==> src/rtl/apb_reg_slave.sv <==
// APB4 completer exposing a bank of memory-mapped registers, with configurable
// wait states, byte strobes, read-only status slots and PSLVERR reporting.
module apb_reg_slave #(
   parameter int                         ADDR_W      = 32,
   parameter int                         DATA_W      = 32,
   parameter int                         NUM_REGS    = 8,
   parameter int                         WAIT_STATES = 0,
   parameter logic [NUM_REGS-1:0]        RO_MASK     = '0,
   parameter logic [NUM_REGS*DATA_W-1:0] RST_VAL     = '0
) (
   input  logic                         pclk,
   input  logic                         presetn,
   input  logic [ADDR_W-1:0]            paddr,
   input  logic                         psel,
   input  logic                         penable,
   input  logic                         pwrite,
   input  logic [DATA_W-1:0]            pwdata,
   input  logic [DATA_W/8-1:0]          pstrb,
   output logic [DATA_W-1:0]            prdata,
   output logic                         pready,
   output logic                         pslverr,
   output logic [NUM_REGS*DATA_W-1:0]   reg_q,
   output logic [NUM_REGS-1:0]          wr_pulse,
   input  logic [NUM_REGS*DATA_W-1:0]   status_in
);

   localparam int STRB_W = DATA_W / 8;
   localparam int OFS    = $clog2(STRB_W);
   localparam int IDX_W  = ADDR_W - OFS;

   localparam logic [0:0] IDLE   = 1'b0;
   localparam logic [0:0] ACCESS = 1'b1;

   logic [0:0]        state_q, state_d;
   logic [3:0]        cnt_q, cnt_d;
   logic [IDX_W-1:0]  idx_q, idx_d;
   logic              write_q, write_d;
   logic [DATA_W-1:0] wdata_q, wdata_d;
   logic [STRB_W-1:0] strb_q, strb_d;
   logic              err_q, err_d;
   logic              pready_q, pready_d;
   logic              pslverr_q, pslverr_d;
   logic [DATA_W-1:0] prdata_q, prdata_d;
   logic [NUM_REGS-1:0] wr_pulse_q, wr_pulse_d;
   logic [DATA_W-1:0] regs_q [NUM_REGS];
   logic [DATA_W-1:0] regs_d [NUM_REGS];

   logic [IDX_W-1:0]  pidx;
   logic              in_range, ro_hit, setup_err, commit;
   logic [DATA_W-1:0] rd_val;

   assign pidx   = paddr[ADDR_W-1:OFS];
   assign commit = (state_q == ACCESS) && psel && penable && pready_q;

   // Decode of the address presented in the setup phase.
   always_comb begin
      in_range = 1'b0;
      ro_hit   = 1'b0;
      for (int i = 0; i < NUM_REGS; i++) begin
         if (pidx == IDX_W'(i)) begin
            in_range = 1'b1;
            ro_hit   = RO_MASK[i];
         end
      end
      setup_err = (|paddr[OFS-1:0]) || !in_range || (pwrite && ro_hit);
   end

   always_comb begin
      state_d    = state_q;
      cnt_d      = cnt_q;
      idx_d      = idx_q;
      write_d    = write_q;
      wdata_d    = wdata_q;
      strb_d     = strb_q;
      err_d      = err_q;
      wr_pulse_d = '0;
      for (int i = 0; i < NUM_REGS; i++) regs_d[i] = regs_q[i];

      case (state_q)
         IDLE: begin
            if (psel && !penable) begin
               state_d = ACCESS;
               cnt_d   = 4'(WAIT_STATES);
               idx_d   = pidx;
               write_d = pwrite;
               wdata_d = pwdata;
               strb_d  = pstrb;
               err_d   = setup_err;
            end
         end
         default: begin
            if (!psel) begin
               state_d = IDLE;
               cnt_d   = '0;
            end else if (commit) begin
               state_d = IDLE;
               cnt_d   = '0;
               if (write_q && !err_q) begin
                  for (int i = 0; i < NUM_REGS; i++) begin
                     if (idx_q == IDX_W'(i)) begin
                        wr_pulse_d[i] = 1'b1;
                        for (int b = 0; b < STRB_W; b++)
                           if (strb_q[b]) regs_d[i][8*b +: 8] = wdata_q[8*b +: 8];
                     end
                  end
               end
            end else if (cnt_q != '0) begin
               cnt_d = cnt_q - 4'd1;
            end
         end
      endcase
   end

   // Read source for the transfer about to reach its ready cycle.
   always_comb begin
      rd_val = '0;
      for (int i = 0; i < NUM_REGS; i++)
         if (idx_d == IDX_W'(i))
            rd_val = RO_MASK[i] ? status_in[i*DATA_W +: DATA_W] : regs_q[i];
   end

   always_comb begin
      pready_d  = (state_d == ACCESS) && (cnt_d == '0);
      pslverr_d = 1'b0;
      prdata_d  = '0;
      if (pready_d && !pready_q) begin
         pslverr_d = err_d;
         prdata_d  = (write_d || err_d) ? '0 : rd_val;
      end else if (pready_d) begin
         pslverr_d = pslverr_q;
         prdata_d  = prdata_q;
      end
   end

   always_ff @(posedge pclk or negedge presetn) begin
      if (!presetn) begin
         state_q    <= IDLE;
         cnt_q      <= '0;
         idx_q      <= '0;
         write_q    <= 1'b0;
         wdata_q    <= '0;
         strb_q     <= '0;
         err_q      <= 1'b0;
         pready_q   <= 1'b0;
         pslverr_q  <= 1'b0;
         prdata_q   <= '0;
         wr_pulse_q <= '0;
         for (int i = 0; i < NUM_REGS; i++)
            regs_q[i] <= RO_MASK[i] ? '0 : RST_VAL[i*DATA_W +: DATA_W];
      end else begin
         state_q    <= state_d;
         cnt_q      <= cnt_d;
         idx_q      <= idx_d;
         write_q    <= write_d;
         wdata_q    <= wdata_d;
         strb_q     <= strb_d;
         err_q      <= err_d;
         pready_q   <= pready_d;
         pslverr_q  <= pslverr_d;
         prdata_q   <= prdata_d;
         wr_pulse_q <= wr_pulse_d;
         for (int i = 0; i < NUM_REGS; i++) regs_q[i] <= regs_d[i];
      end
   end

   // RO slots are never written and reset to zero, so they read back as 0 here.
   always_comb begin
      for (int i = 0; i < NUM_REGS; i++) reg_q[i*DATA_W +: DATA_W] = regs_q[i];
   end

   assign pready   = pready_q;
   assign pslverr  = pslverr_q;
   assign prdata   = prdata_q;
   assign wr_pulse = wr_pulse_q;

endmodule
==> config.mk <==
export PLATFORM = sky130hd
export DESIGN_NAME = apb_reg_slave
export DESIGN_NICKNAME = d
export VERILOG_FILES = /design/src/rtl/apb_reg_slave.sv
export SDC_FILE = /design/constraint.sdc
export NUM_CORES = 1
export LEC_CHECK = 0
export CAP_MARGIN = 10
export CELL_PAD_IN_SITES_DETAIL_PLACEMENT = 1
export CELL_PAD_IN_SITES_GLOBAL_PLACEMENT = 1
export CORE_AREA = 2 2 244 246
export CTS_BUF_LIST = sky130_fd_sc_hd__clkbuf_4 sky130_fd_sc_hd__clkbuf_8 sky130_fd_sc_hd__clkbuf_16
export CTS_CLUSTER_DIAMETER = 100
export CTS_CLUSTER_SIZE = 16
export DETAILED_ROUTE_END_ITERATION = 8
export DIE_AREA = 0 0 246 248
export MAX_ROUTING_LAYER = met4
export PLACE_DENSITY_LB_ADDON = 0.1
export SLEW_MARGIN = 30
export SYNTH_ARGS = -nofsm -noshare
export SYNTH_HDL_FRONTEND = slang
export SYNTH_SLANG_ARGS = --single-unit
==> constraint.sdc <==
create_clock -name pclk -period 3.55 [get_ports pclk]
set_input_delay 0.8875 -clock pclk [delete_from_list [all_inputs] [get_ports pclk]]
set_output_delay 0.8875 -clock pclk [all_outputs]
set_load 0.005 [all_outputs]
==> impl_results.md <==
* Crit-path most repeated cell: buf_4
* Fin cells at 2,598
* Routed wire per std cell at 28.0 um
* CORE AREA at 58,500 sq um
* Seq/Total Area, Yosys at 0.565
* Critical Path AT at 3650 ps
* Worst R2R Start: idx_q[12]
* Async SR Flop Fraction at 1.00
* Routed WL at 72.8 mm
* # rows at 89
* Startpoint type of the worst setup path: input port
* Global-route wire length before repair at 105 mm
* Layout area overhead at 39.9%
* CTS tree: done
* Die ar. at 61,000 sq um
* Leakage at 10.4 nW
* Worst-path clk slew at 70 ps
* Fin crit period at 3170 ps
* Placed cell areas at 22,300 sq um
* Most frequent cells in the layout: dfrtp_1 (371), clkdlybuf4s50_1 (369), mux2_2 (255)
* Drt drc at 0
* Post-synth top flop: dfrtp_1
* Vias in the first global route at 14,700
* I/O Buffers at 370
* Post-synthesis average cell area at 11.8 sq um
* Drt first pass iters at 5
* Clock buffer count from CTS at 27
* Clk sinks at 371
* Initial antenna violation count at 2
* Detail Route Antenna Nets at 0
* Hold WC Path Type: input port to async pin
* Postcts setup bufs at 0
* Largest net degree at the start of global routing at 85
* GRT Total Usage at 0.244
* Setup Crit Path Kind: input port to flip-flop
* Post-synthesis register bit count at 371
* CTS resizes at 0
* Total grt overflow at 0
* Via-per-instance ratio at 5.14
* Hold-fix buffers, CTS at 0
* Placer Congestion at 0.804
* Max-slew violations at 0
* Final nets at 2,152
* Tightest Pin Transition at 784 ps
* # setup viols final at 0
* Most common cell after layout, fill and taps aside: dfrtp_1
* Setup crit end kind: flip-flop
* Slew HR at 0.477
* Die W at 246 um
* Crit path from: penable
* Fin area at 23,000 sq um
* Pre-CTS setup slack at -272 ps
* Skew-Pair Late Insertion Delay at 600 ps
* Achievable frequency at 315 MHz
* Final period util at 0.893
* RSZ-0062 raised after global routing: false
* Vias at 13,400
* CTS H-tree lvls at 1
* Synth warn at 0
* Data required, critical path at 4030 ps
* Layout cells sized above 1 at 0.253
* Worst-path fanout max at 8
* Cell variety after synth at 53
* Slowest stage delay, CP at 540 ps
* Hold Vio Cnt, Final at 0
* Final worst slack at 380 ps
* Post-Synthesis Cell Area at 16,400 sq um
* Crit path cell chain: clkdlybuf4s50_1, nand2_2, or4_1, nor3_1, buf_4, nand2_1, buf_4, nor3_4, buf_4, nand2_2, mux2_2
* Max VDD drop at 0.351 mV
* Clk_skew at 18.6 ps
* Maximum clock insertion buffer count at 3
* Critical-path top delay cell: clkdlybuf4s50_1
* Clock Tree Root: clkbuf_16
* 1st-iter DRT viols at 674
* Initial Util at 0.281
* Post-Syn Instances at 1,390
* Placed insts at 2,566
* Run status: finished clean
* Pwr/cell area at 379 nW/um^2
* Max-cap violation count at 0
* Dpl hpwl at 51.1 mm
* Number of synthesized flops with an enable pin at 0
* Die Y at 248 um
* Core Util, Final at 0.393
* IO Count at 627
* Syn nets at 1,720
power by group:
group	total, mW	switching, mW	internal [mW]	leakage [nW]
clock	2.94	1.58	1.37	0.350
combinational	1.12	0.692	0.423	4.93
sequential	4.66	0.287	4.37	5.07
total	8.72	2.56	6.16	10.4
routing by layer:
layer / vias to the layer above / wire length, um / track usage
met5: - / 0 / -
met2: 393 / 35800 / 0.409
met1: 6944 / 30700 / 0.298
met3: 92 / 4450 / 0.0520
li1: 5925 / - / -
met4: 0 / 1830 / 0.0636
flip-flops by register name (all words and copies together) (netlist names), 4 cells and up:
| name | flops |
|---|---|
| cnt_q | 4 |
| idx_q | 30 |
| prdata | 32 |
| reg_q | 256 |
| strb_q | 4 |
| wdata_q | 32 |
| wr_pulse | 8 |
layout make-up:
| cell class | instances | area, sq um |
|---|---|---|
| fill | 6303 | 35500 |
| antenna | 1 | 2.50 |
| inverter | 4 | 15.0 |
| timing repair buffer | 485 | 5120 |
| clock buffer | 28 | 683 |
| sequential | 371 | 9280 |
| tap | 773 | 967 |
| clock inverter | 3 | 26.3 |
| multi-input combinational | 933 | 6870 |
cells in the mapped netlist (4+ instances only):
cell,n,share of area
nand2_1,247,0.056
o211a_1,8,0.0049
nor2_1,18,0.0041
o21bai_1,24,0.011
o21ai_0,68,0.021
nand3b_1,4,0.0018
a22oi_1,72,0.033
clkbuf_1,53,0.012
nand4_1,4,0.0015
nor2_2,6,0.0023
o21ai_1,14,0.0043
mux2_2,255,0.17
o211ai_1,8,0.0037
o22ai_1,33,0.013
buf_1,14,0.0032
nand2_2,33,0.013
nand2b_1,6,0.0023
nor4_1,14,0.0053
inv_1,4,0.00091
nand3_1,5,0.0015
a222oi_1,15,0.0091
a21oi_1,16,0.0049
a221o_1,31,0.019
dfrtp_1,371,0.57
and2_1,5,0.0019
buf_2,13,0.0040
per-stage QoR:
stage               setup TNS, ps  hold WS [ps]  power [mW]
finish                          0           312        8.72
global route                    0           378        9.11
CTS                             0           350        8.86
detailed placement         -44420           466        5.87
global placement           -38770           464        5.85
floorplan                       0           446        5.12
logic make-up (layout without fill, tap and decap cells):
group,count (synthesis),in the layout,share of synthesized area
buffers and inverters,86,520,0.0209
AND/OR/NAND/NOR,360,360,0.101
multiplexers,260,260,0.178
AO/OA/AOI/OAI,311,311,0.134
other,0,1,0
adder cells (fa/ha/maj),1,1,0.000762
flip-flops,371,371,0.565
XOR/XNOR,1,1,0.000533
path summary, 6_finish.rpt:
kind	endpoint	slack (ps)	depth (start not counted)
worst min register to register	idx_q[26]	480	2
worst max register to register	reg_q[199]	500	10
worst min-delay path	reg_q[64]	310	1
max in group asynchronous	reg_q[145]	2430	2
worst max-delay path	reg_q[199]	380	11
min in group pclk	idx_q[26]	480	2
worst max-delay path: cells and delay by family:
| family | cells | cell delay, ps |
|---|---|---|
| buffers and inverters | 4 | 1060 |
| multiplexers | 1 | 360 |
| AND/OR/NAND/NOR | 6 | 1320 |
No activity file was read; power rests on OpenSTA's default activity.
